### config.mk
export PLATFORM = sky130hd
export DESIGN_NAME = pipelined_adder
export DESIGN_NICKNAME = d
export VERILOG_FILES = /design/src/rtl/adder_pkg.sv /design/src/rtl/rca_chunk.sv /design/src/rtl/pipelined_adder.sv
export SDC_FILE = /design/constraint.sdc
export NUM_CORES = 1
export LEC_CHECK = 0
export CORE_ASPECT_RATIO = 1.2
export CORE_UTILIZATION = 59
export CTS_CLUSTER_DIAMETER = 60
export DETAILED_ROUTE_END_ITERATION = 8
export HOLD_SLACK_MARGIN = 0.03
export PLACE_DENSITY = 0.95
export SYNTH_ARGS = -nofsm -noshare
export SYNTH_HDL_FRONTEND = slang
export SYNTH_SLANG_ARGS = --single-unit
### constraint.sdc
create_clock -name clk -period 6.2 [get_ports clk]
set_clock_uncertainty 0.2 [all_clocks]
set_input_delay 1.24 -clock clk [delete_from_list [all_inputs] [get_ports clk]]
set_output_delay 1.24 -clock clk [all_outputs]
set_load 0.05 [all_outputs]
### src/rtl/adder_pkg.sv
// adder_pkg: shared encodings and sizing helpers for the pipelined adder
package adder_pkg;

    typedef enum logic {
        OP_ADD = 1'b0,
        OP_SUB = 1'b1
    } op_e;

    function automatic int chunk_width(input int width, input int stages);
        return width / stages;
    endfunction

    function automatic bit split_ok(input int width, input int stages);
        return stages >= 1 && stages <= width && (width % stages) == 0;
    endfunction

endpackage

### src/rtl/rca_chunk.sv
// rca_chunk: combinational CHUNK-bit ripple-carry adder built from full-adder cells
module rca_chunk #(
    parameter int CHUNK = 4
) (
    input  logic [CHUNK-1:0] a_i,
    input  logic [CHUNK-1:0] b_i,
    input  logic             cin_i,
    output logic [CHUNK-1:0] sum_o,
    output logic             cout_o,
    output logic             cmsb_o
);
    logic [CHUNK:0] c;

    assign c[0] = cin_i;

    for (genvar i = 0; i < CHUNK; i++) begin : g_fa
        assign sum_o[i] = a_i[i] ^ b_i[i] ^ c[i];
        assign c[i+1]   = (a_i[i] & b_i[i]) | (c[i] & (a_i[i] ^ b_i[i]));
    end

    assign cout_o = c[CHUNK];
    assign cmsb_o = c[CHUNK-1];

endmodule

### src/rtl/pipelined_adder.sv
// pipelined_adder: STAGES-deep chunked ripple-carry add/subtract with valid/ready backpressure
module pipelined_adder
    import adder_pkg::*;
#(
    parameter int WIDTH  = 16,
    parameter int STAGES = 4
) (
    input  logic             clk,
    input  logic             rst_n,
    input  logic             in_valid,
    output logic             in_ready,
    input  logic [WIDTH-1:0] a,
    input  logic [WIDTH-1:0] b,
    input  logic             op,
    input  logic             cin,
    output logic             out_valid,
    input  logic             out_ready,
    output logic [WIDTH-1:0] sum,
    output logic             cout,
    output logic             ovf
);
    localparam int CHUNK = chunk_width(WIDTH, STAGES);

    if (!split_ok(WIDTH, STAGES)) begin : g_bad_split
        $error("pipelined_adder: WIDTH must be a non-zero multiple of STAGES");
    end

    // Index k feeds stage k; index k+1 is the register stage k writes.
    // Operands shift right by CHUNK per stage so each stage always adds the low chunk.
    logic [WIDTH-1:0] a_st [STAGES];
    logic [WIDTH-1:0] b_st [STAGES];
    logic [WIDTH-1:0] r_st [STAGES+1];
    logic [STAGES:0]  v_st;
    logic [STAGES:0]  c_st;
    logic             advance;

    assign advance   = !out_valid || out_ready;
    assign in_ready  = advance;
    assign a_st[0]   = a;
    assign b_st[0]   = (op == OP_SUB) ? ~b : b;
    assign c_st[0]   = (op == OP_SUB) ? 1'b1 : cin;
    assign v_st[0]   = in_valid;
    assign r_st[0]   = '0;
    assign out_valid = v_st[STAGES];
    assign sum       = r_st[STAGES];
    assign cout      = c_st[STAGES];

    for (genvar k = 0; k < STAGES; k++) begin : g_stage
        logic [CHUNK-1:0] s;
        logic             co;
        logic             cm;
        logic [WIDTH-1:0] r_d;
        logic [WIDTH-1:0] r_q;
        logic             v_q;
        logic             c_q;

        rca_chunk #(.CHUNK(CHUNK)) u_rca (
            .a_i   (a_st[k][CHUNK-1:0]),
            .b_i   (b_st[k][CHUNK-1:0]),
            .cin_i (c_st[k]),
            .sum_o (s),
            .cout_o(co),
            .cmsb_o(cm)
        );

        // New chunk enters at the top; after the last stage chunk 0 sits at the bottom.
        assign r_d = (r_st[k] >> CHUNK) | (WIDTH'(s) << (WIDTH - CHUNK));

        // Stage result, carry and valid advance together or all hold on a stall.
        always_ff @(posedge clk or negedge rst_n) begin
            if (!rst_n) begin
                v_q <= 1'b0;
                c_q <= 1'b0;
                r_q <= '0;
            end else if (advance) begin
                v_q <= v_st[k];
                c_q <= co;
                r_q <= r_d;
            end
        end

        assign v_st[k+1] = v_q;
        assign c_st[k+1] = c_q;
        assign r_st[k+1] = r_q;

        if (k < STAGES - 1) begin : g_fwd
            logic [WIDTH-1:0] a_q;
            logic [WIDTH-1:0] b_q;

            // Carry the not-yet-consumed operand chunks to the next stage.
            always_ff @(posedge clk or negedge rst_n) begin
                if (!rst_n) begin
                    a_q <= '0;
                    b_q <= '0;
                end else if (advance) begin
                    a_q <= a_st[k] >> CHUNK;
                    b_q <= b_st[k] >> CHUNK;
                end
            end

            assign a_st[k+1] = a_q;
            assign b_st[k+1] = b_q;
        end else begin : g_last
            logic ovf_q;

            // Overflow needs the carry into bit WIDTH-1, only visible inside the last chunk.
            always_ff @(posedge clk or negedge rst_n) begin
                if (!rst_n) begin
                    ovf_q <= 1'b0;
                end else if (advance) begin
                    ovf_q <= cm ^ co;
                end
            end

            assign ovf = ovf_q;
        end
    end

endmodule

==> results by group, run 1 <==
Yosys
  – Synth warn: 0
  – Combinational family with the most area after synthesis: multiplexers
  – Post-synthesis mux area share: 23.7%
  – Synth Instances: 278
  – Synth Register Bits: 97
  – Net Count, Synth: 332
  – Compound-cell area share of the yosys netlist: 1.18%
  – Synthesized area: 4240 sq um
  – Post-synthesis sequential area ratio: approximately 57%
  – Adder and majority cell fraction of the synthesized area: 7.56%
  – Synth unique cells: 17
  – Synth Area in XOR/XNOR: 3.52%
  – Post-Synth Simple-Gate Area: under 10%
  – Avg Cell Area, Syn: approximately 15 sq um

STA
  – Setup WS post-layout: between 1500 and 2000 ps
  – Max Slew Vio Count: 0
  – Final setup violation count: 0
  – Slew @ Worst Pin: 1220 ps
  – Peak Freq: ~220 MHz
  – Post-route minimum period: ~4500 ps
  – Final setup TNS: 0 ps
  – Final worst path period share: 71.8%
  – Worst rel slew slack: between 10% and 20%
  – Hold_ws: 307 ps
  – RSZ-0062 raised after global routing: no
  – Final hold vios: 0

Pwr
  – Pwr dens: 513 nW/um^2
  – Max VDD drop: 0.255 mV
  – Pleak: 2.20 nW

Global route
  – Gr usage total: 20.8%
  – GRT overflow: 0
  – Largest net degree at the start of global routing: 98
  – Vias in the first global route: about 2400
  – Initial antenna violation count: 0
  – Global-route wire length before repair: 11300 um

Clock network
  – CTS Hold Bufs: 0
  – Root buf cell: clkbuf_8
  – Clock transition at the registers of the reported paths: ~90 ps
  – H-tree levels: 3
  – Post-cts resize count: 0
  – CTS Buf Count: 9
  – CTS tree: done
  – Clk_lat worst skew: 360 ps
  – TritonCTS Sinks: 97
  – Postcts setup bufs: 0
  – Max Root-Sink Buffers: 2

Setup path
  – CP cell instances: clkdlybuf4s50_1 -> nand2b_4 -> clkdlybuf4s50_1
  – Crit path to: in_ready
  – Worst endpoint required time: between 4000 and 5000 ps
  – WP data arrival: 3010 ps
  – Crit path kind: in2out
  – Worst setup path startpoint: out_ready
  – Launch point of the worst reg-to-reg path: g_stage[2].c_q
  – CP max FO: 11
  – Reg2reg end: ovf
  – Worst Setup Start Kind: primary input
  – FF-to-FF path depth: 9
  – Most used cell, CP: clkdlybuf4s50_1
  – Max incr delay on CP: 800 ps
  – Slowest-stage cell, CP: clkdlybuf4s50_1
  – CP Capture Type: primary output
  – R2r setup slk: 3620 ps

Cells and area
  – Fillers: 419
  – Layout net count: 388
  – Final instance area: about 5000 sq um
  – Layout cell share with drive strength beyond 1: about 31%
  – Area Growth Syn to Fin: 19.1%
  – N_diodes: 0
  – Final std cells w/o fill: 425

Route
  – Drt drc: 0
  – Antenna violation net count after detailed routing: 0
  – Initial drt markers: 105
  – Drt first pass iters: 4
  – WL final: 6770 um
  – Wire per inst: 15.9 um
  – DR vias: 2227
  – Vias per cell: ~5.2

Die
  – Core Area: 6900 sq um
  – Initial core utilization: 61.4%
  – Chip width: roughly 79 um
  – Die Span Y: 94.8 um
  – IO Pins: 58
  – DIE AREA: ~7500 sq um
  – Row count: 33

Placement
  – Dpl cell area: 4840 sq um
  – Routability cong.: ~0.73
  – Hpwl dp: 4600 um
  – Worst slack, placed: 1730 ps
  – Post-Place Cells: 410
  – Port bufs: 57

Min path
  – Worst Hold Path Cells: 1
  – Min-delay worst type: reg2reg

Job
  – Max-Cap Viols: 0

Run status
  – Status: finished, final reports clean
-- cell families after synthesis --
logic type                 after synthesis
AOI/OAI and AO/OA                       10
xor gates and xnor gates                17
adders and majority gates               16
buffers and inverters                   39
DFF                                     97
muxes                                   86
and+or+nand+nor                         13
-- report_power, final --
part / total, mW / internal [mW] / switching, mW
Clock: 0.415 / 0.206 / 0.209
Combinational: 1.09 / 0.543 / 0.549
Sequential: 1.08 / 0.918 / 0.164
Total: 2.59 / 1.67 / 0.921
-- Yosys cell counts --
cell type,instances,share of area [%]
fa_1,16,7.6
nor3b_1,10,1.8
mux2_4,10,3.5
buf_4,1,0.18
mux2i_1,2,0.47
or2_2,1,0.15
inv_1,24,2.1
clkbuf_1,2,0.18
buf_6,3,0.80
buf_2,9,1.1
mux2_2,74,20
nand2b_4,1,0.32
xor2_1,13,2.7
xnor2_1,4,0.83
nand2b_1,1,0.15
a21oi_1,10,1.2
dfrtp_1,97,57
-- worst max-delay path: cells and delay by family --
kind          cells  cell delay, ps
simple gates      1             220
buf+inv           2            1540
-- worst min-delay path by stage --
stage                                       start                 endpoint  slack, ps
final                          g_stage[0].r_q[12]        g_stage[1].r_q[8]        310
after global routing           g_stage[2].r_q[10]       g_stage[2].r_q[10]        320
after CTS                 g_stage[0].g_fwd.b_q[7]  g_stage[0].g_fwd.b_q[7]        310
after detailed placement           g_stage[2].v_q                out_valid        290
after global placement             g_stage[2].v_q                out_valid        250
after floorplan                    g_stage[2].v_q                out_valid        230
-- state kept, by name (all words and copies together) (netlist names) --
| register | flops |
|---|---|
| g_stage.v_q | 3 |
| cout | 1 |
| ovf | 1 |
| g_stage.g_fwd.a_q | 24 |
| g_stage.c_q | 3 |
| g_stage.r_q | 24 |
| g_stage.g_fwd.b_q | 24 |
| sum | 16 |
| out_valid | 1 |
-- cell type report --
cell class	instances	area (sq um)	area share, %
timing repair buffer	60	591	11.7
multi-input combinational	142	1620	32.2
clock buffer	11	151	3.00
clock inverter	4	52.6	1.04
sequential	97	2430	48.1
tap	87	109	2.16
inverter	24	90.1	1.79
-- per-stage QoR --
stage          total power, mW  util [%]
2_1_floorplan             1.88         -
3_3_place_gp              2.13      70.2
3_5_place_dp              2.20      70.2
6_report                  2.59      73.2
4_1_cts                   2.62      73.2
5_1_grt                   2.76      73.2
-- layout by cell type (no fill, tap or decap), drive strengths merged --
cell and count:
a21oi 10, buf 4, bufinv 1, clkbuf 11, clkdlybuf4s50 56, clkinvlp 3, dfrtp 97, fa 16
inv 24, mux2 84, mux2i 2, nand2b 2, nor3b 10, or2 1, xnor2 4, xor2 13
-- metal layers --
layer  track usage (%)  vias to the layer above  part of all wire, %
met5                 0                        -                    0
li1                  -                     1032                    -
met1              25.6                     1145                   42
met4              7.58                        0                  1.4
met3              5.41                       10                  3.9
met2              35.6                       40                   53
Note: power is estimated with default switching activity, not from simulation.
==> run 2: changes to the inputs <==
Settings changed: CORE_UTILIZATION 59 to 54, PLACE_DENSITY 0.95 to 0.9.
Clock period 6.2 ns to 4.29 ns, I/O delays scaled along.
==> run 2 against run 1 <==
  * Wire length is 0.27% higher
  * Clock power is 58% higher
  * Combinational power is 47% higher
  * First-iteration DRC count is 3.8% lower
  * Die area is 9.0% higher
  * Critical endpoint is now g_stage[0].r_q[15]
  * Global-route usage is 2.0 points lower
  * Worst setup slack worse by 870 ps
  * Highest routed layer unchanged
  * Core utilization is 6.2 points lower
==> results by group, run 2 (synthesis gave the netlist of run 1 again) <==
Setup path
  – CP cell instances: clkdlybuf4s50_1 -> or2_2 -> fa_1 -> fa_1 -> inv_1 -> fa_1 -> inv_1 -> fa_1 -> mux2_4
  – Most used cell, CP: fa_1
  – CP Buf/Inv Count: 3
  – Worst path depth: 9
  – Slowest-stage cell, CP: clkdlybuf4s50_1
  – WP data arrival: ~3500 ps
  – Launch point of the worst reg-to-reg path: g_stage[2].g_fwd.b_q[0]
  – R2r setup slk: 1760 ps
  – CP Capture Type: flip-flop
  – Reg2reg end: ovf
  – Crit path kind: in2reg
  – Worst Setup Start Kind: primary input
  – Delay-heaviest family, CP: adder cells
  – FF-to-FF path depth: 9
  – CP max FO: 3
  – Worst endpoint required time: 4330 ps
  – Max incr delay on CP: 510 ps

Die
  – Row count: 35
  – IO Pins: 58
  – DIE AREA: 8200 sq um
  – Initial core utilization: 55.6%
  – Chip width: 82.8 um
  – Core Area: 7620 sq um
  – Die Span Y: around 99 um

Placement
  – Hpwl dp: around 4600 um
  – Worst slack, placed: 505 ps
  – Dpl cell area: between 4000 and 5000 sq um
  – Routability cong.: 0.712
  – Port bufs: 57

Route
  – Drt first pass iters: 4
  – WL final: 6780 um
  – Wire per inst: 15.7 um
  – Vias per cell: 5.19
  – Drt drc: 0
  – Initial drt markers: 101
  – DR vias: 2242
  – Antenna violation net count after detailed routing: 0

Global route
  – Vias in the first global route: 2424
  – Met1 usage: ~25%
  – Met3 track demand over resource: 3.77%
  – GRT overflow: 0
  – Initial antenna violation count: 0
  – M2 GR Usage: 29.9%
  – Largest net degree at the start of global routing: 98
  – Global-route wire length before repair: between 10000 and 15000 um
  – Gr usage total: between 10% and 20%
  – Most Crowded Layer GR: met2

Clock network
  – CTS tree: done
  – Clock transition at the registers of the reported paths: ~90 ps
  – Postcts setup bufs: 0
  – TritonCTS Sinks: between 90 and 100
  – H-tree levels: 3
  – Post-cts resize count: 0
  – Max Root-Sink Buffers: 2
  – CTS Buf Count: 9
  – Clk_lat worst skew: 350 ps
  – CTS Hold Bufs: 0
  – Root buf cell: clkbuf_8

Job
  – Max-Cap Viols: 0

Min path
  – Min-delay worst type: reg2reg
  – HP Start: g_stage[2].v_q
  – Hold EP: out_valid
  – Worst Hold Path Cells: 1

STA
  – Worst rel slew slack: between 30% and 40%
  – Peak Freq: about 290 MHz
  – Final setup violation count: 0
  – Final hold vios: 0
  – Slew @ Worst Pin: 932 ps
  – Post-route minimum period: 3410 ps
  – Setup WS post-layout: ~900 ps
  – RSZ-0062 raised after global routing: no
  – Max Slew Vio Count: 0
  – Final worst path period share: about four fifths
  – Final setup TNS: 0 ps

Cells and area
  – Layout cell share with drive strength beyond 1: about a third
  – Final Util: 67.0%
  – Biggest regs: g_stage.g_fwd.a_q (24), g_stage.g_fwd.b_q (24), g_stage.r_q (24)
  – N_diodes: 0
  – Final instance area: approximately 5100 sq um
  – Area Growth Syn to Fin: 20.6%
  – FF/Latch Area: 2430 sq um
  – Layout net count: slightly below 400
  – Most frequent cells in the layout: dfrtp_1, mux2_2, clkdlybuf4s50_1
  – Fillers: 545
  – Area taken by multi-input logic gates: 1620 sq um
  – Commonest non-fill, non-tap cell in the layout: dfrtp_1

Pwr
  – Tot Pwr: roughly 3.8 mW
  – Pwr dens: 748 nW/um^2
  – Pleak: 2.23 nW
  – Max VDD drop: 0.467 mV

Run status
  – Status: finished, final reports clean
[run 2: area by class of cell]
class                   instances  share of cell area, %
flip-flops and latches         97                   47.5
multi-input cells             142                   31.8
repair buffers                 61                   12.2
clock buffers                  10                   2.70
well taps                      92                   2.25
clock inverters                 6                   1.79
inverters                      24                   1.76
[run 2: metal layers]
metal	share of wire, %	wire, um
met3	3.6	242
met5	0	0
met4	2.5	167
met2	50	3400
met1	44	2980
[run 2: through the flow]
step / hold slack, ps / std cells
floorplan: 235 / 278
global placement: 248 / 416
detailed placement: 264 / 416
CTS: 281 / 432
global route: 320 / 432
finish: 277 / 432
[run 2: how the worst max path moves through the flow]
| stage | start | end | slack [ps] |
|---|---|---|---|
| 3_5_place_dp | op | g_stage[0].r_q[15] | 510 |
| 5_1_grt | op | g_stage[0].r_q[15] | 810 |
| 2_1_floorplan | op | g_stage[0].r_q[15] | 810 |
| 6_report | op | g_stage[0].r_q[15] | 880 |
| 4_1_cts | op | g_stage[0].r_q[15] | 870 |
| 3_3_place_gp | op | g_stage[0].r_q[15] | 540 |
[run 2: worst reg2reg max path, cell delays in order, from the launching register on]
cell,delay (ps)
dfrtp_1,410
fa_1,430
inv_1,80
fa_1,160
inv_1,60
fa_1,450
inv_1,110
fa_1,200
xnor2_1,70
mux2_4,250
[run 2: report_power, final]
group	switching (mW)	internal, mW
registers	0.238	1.33
clock network	0.310	0.345
logic	0.804	0.796
==> run 3: changes to the inputs <==
Clock period 4.29 ns to 3.15 ns, I/O delays scaled along.
==> run 3 against run 2 <==
  * Hold slack worse by 160 ps
  * Non-clock buffer count up 1
  * First-iteration DRC count down 32%
  * Critical endpoint unchanged
  * Worst setup slack lost 720 ps
  * Clock-buffer cell count decreased by 1
  * Final area is 0.76% higher
  * Critical path type unchanged
==> results by group, run 3 (synthesis gave the netlist of run 1 again) <==
Pwr
  – Pwr dens: 1020 nW/um^2
  – Max VDD drop: between 0.5 and 0.6 mV
  – P_int: 3.42 mW
  – Sw Share: roughly a third
  – Pleak: 2.26 nW
  – Clk network pwr share: 18.0%
  – Combinational power share: 41.5%
  – Net Switching: 1.85 mW
  – Register share of total power: 40.5%

Placement
  – Worst slack, placed: -373 ps
  – Routability cong.: 0.742
  – Hpwl dp: 4710 um
  – Port bufs: 57
  – Post-Place Cells: 417

Setup path
  – FF-to-FF path depth: 9
  – WP data arrival: 3040 ps
  – CP Buf/Inv Count: 3
  – Most used cell, CP: fa_1
  – CP Capture Type: flip-flop
  – Max incr delay on CP: 430 ps
  – Worst endpoint required time: 3200 ps
  – Worst Setup Start Kind: primary input
  – CP cell instances: clkdlybuf4s50_1 -> or2_2 -> fa_2 -> fa_1 -> inv_1 -> fa_1 -> inv_1 -> fa_1 -> mux2_4
  – Worst path depth: 9
  – CP max FO: 1
  – Delay-heaviest family, CP: adder cells
  – Slowest-stage cell, CP: fa_1
  – Crit path kind: in2reg

Clock network
  – Postcts setup bufs: 0
  – CTS Hold Bufs: 0
  – CTS Buf Count: 9
  – Max Root-Sink Buffers: 2
  – Root buf cell: clkbuf_8
  – Clock transition at the registers of the reported paths: ~90 ps
  – TritonCTS Sinks: 97
  – Clk_lat worst skew: roughly 360 ps
  – H-tree levels: 3
  – Post-cts resize count: 0
  – CTS tree: done

STA
  – Final setup TNS: 0 ps
  – Slew @ Worst Pin: between 700 and 800 ps
  – RSZ-0062 raised after global routing: no
  – Hold_ws: 115 ps
  – Peak Freq: 334 MHz
  – Final setup violation count: 0
  – Final worst path period share: 95.0%
  – Worst rel slew slack: between 50% and 60%
  – Max Slew Vio Count: 0
  – Final hold vios: 0
  – Setup WS post-layout: 157 ps
  – Post-route minimum period: ~3000 ps

Global route
  – GRT overflow: 0
  – M2 GR Usage: 31.1%
  – Largest net degree at the start of global routing: 65
  – Initial antenna violation count: 0
  – Vias in the first global route: 2401
  – Most Crowded Layer GR: met2
  – Gr usage total: 18.9%
  – Met3 track demand over resource: 4.94%
  – Global-route wire length before repair: 11900 um
  – Met1 usage: 25.1%

Cells and area
  – Area Growth Syn to Fin: 21.5%
  – Final std cells w/o fill: 433
  – Layout net count: 390
  – N_diodes: 0
  – Most frequent cells in the layout: dfrtp_1, mux2_2, clkdlybuf4s50_1
  – Final Util: 67.5%
  – Biggest regs: g_stage.g_fwd.a_q (24), g_stage.g_fwd.b_q (24), g_stage.r_q (24)
  – Commonest non-fill, non-tap cell in the layout: dfrtp_1
  – Layout cell share with drive strength beyond 1: 32.3%

Die
  – Core Area: 7620 sq um
  – Die Span Y: roughly 99 um
  – Chip width: about 83 um
  – DIE AREA: 8200 sq um
  – Row count: 35
  – Initial core utilization: 55.6%
  – IO Pins: 58

Route
  – Wire per inst: 15.8 um
  – Drt drc: 0
  – Vias per cell: approximately 5.2
  – Initial drt markers: around 70
  – Antenna violation net count after detailed routing: 0
  – WL final: a little under 7000 um
  – Drt first pass iters: 4
  – DR vias: 2235

Min path
  – Min-delay worst type: in2async

Run status
  – Status: finished, final reports clean

Job
  – Max-Cap Viols: 0
[run 3: changes by cell type in the layout (fill, tap and decap cells not counted), sizes merged]
cell and change:
clkbuf -1, buf +1, clkinv +1, dlymetal6s2s +1
clkdlybuf4s50 -1, clkinvlp -1, bufinv +1
[run 3: layout make-up]
class	count	area [sq um]
repair buffers	62	643
clock buffers	9	124
inverters	24	90.1
fillers	531	2470
flip-flops and latches	97	2430
multi-input cells	142	1630
well taps	92	115
clock inverters	7	119
[run 3: worst reg2reg max path: cells and delay by family, from the launching register on]
family	cells	cell delay (ps)
adders and majority gates	4	1240
DFF	1	410
muxes	1	260
buffers and inverters	3	240
xor gates and xnor gates	1	90
[run 3: worst paths after layout]
check | end | start | slack (ps)
worst max-delay path | g_stage[0].r_q[15] | cin | 160
worst min-delay path | g_stage[1].g_fwd.b_q[1] | rst_n | 110
worst max register to register | ovf | g_stage[2].g_fwd.b_q[0] | 610
worst min register to register | out_valid | g_stage[2].v_q | 290
max in group asynchronous | sum[2] | rst_n | 1970
min in group clk | out_valid | g_stage[2].v_q | 290
[run 3: power by group through the flow]
stage          Sequential, mW  Clock, mW  Combinational, mW
6_report                 2.14      0.949               2.19
5_1_grt                  2.22       1.02               2.39
4_1_cts                  2.14      0.963               2.23
3_5_place_dp             2.16          0               2.20
3_3_place_gp             2.13          0               2.11
2_1_floorplan            2.49          0               1.20
[run 3: per-stage QoR]
step | power [mW] | area (sq um)
after global placement | 4.24 | 4900
after floorplan | 3.70 | 4240
final | 5.27 | 5140
after global routing | 5.62 | 5140
after CTS | 5.33 | 5140
after detailed placement | 4.36 | 4900
[run 3: metal layers]
layer	vias to the layer above	part of all wire [%]
met5	-	0
met4	0	1.1
met3	7	3.2
met2	43	51
met1	1152	44
li1	1033	-
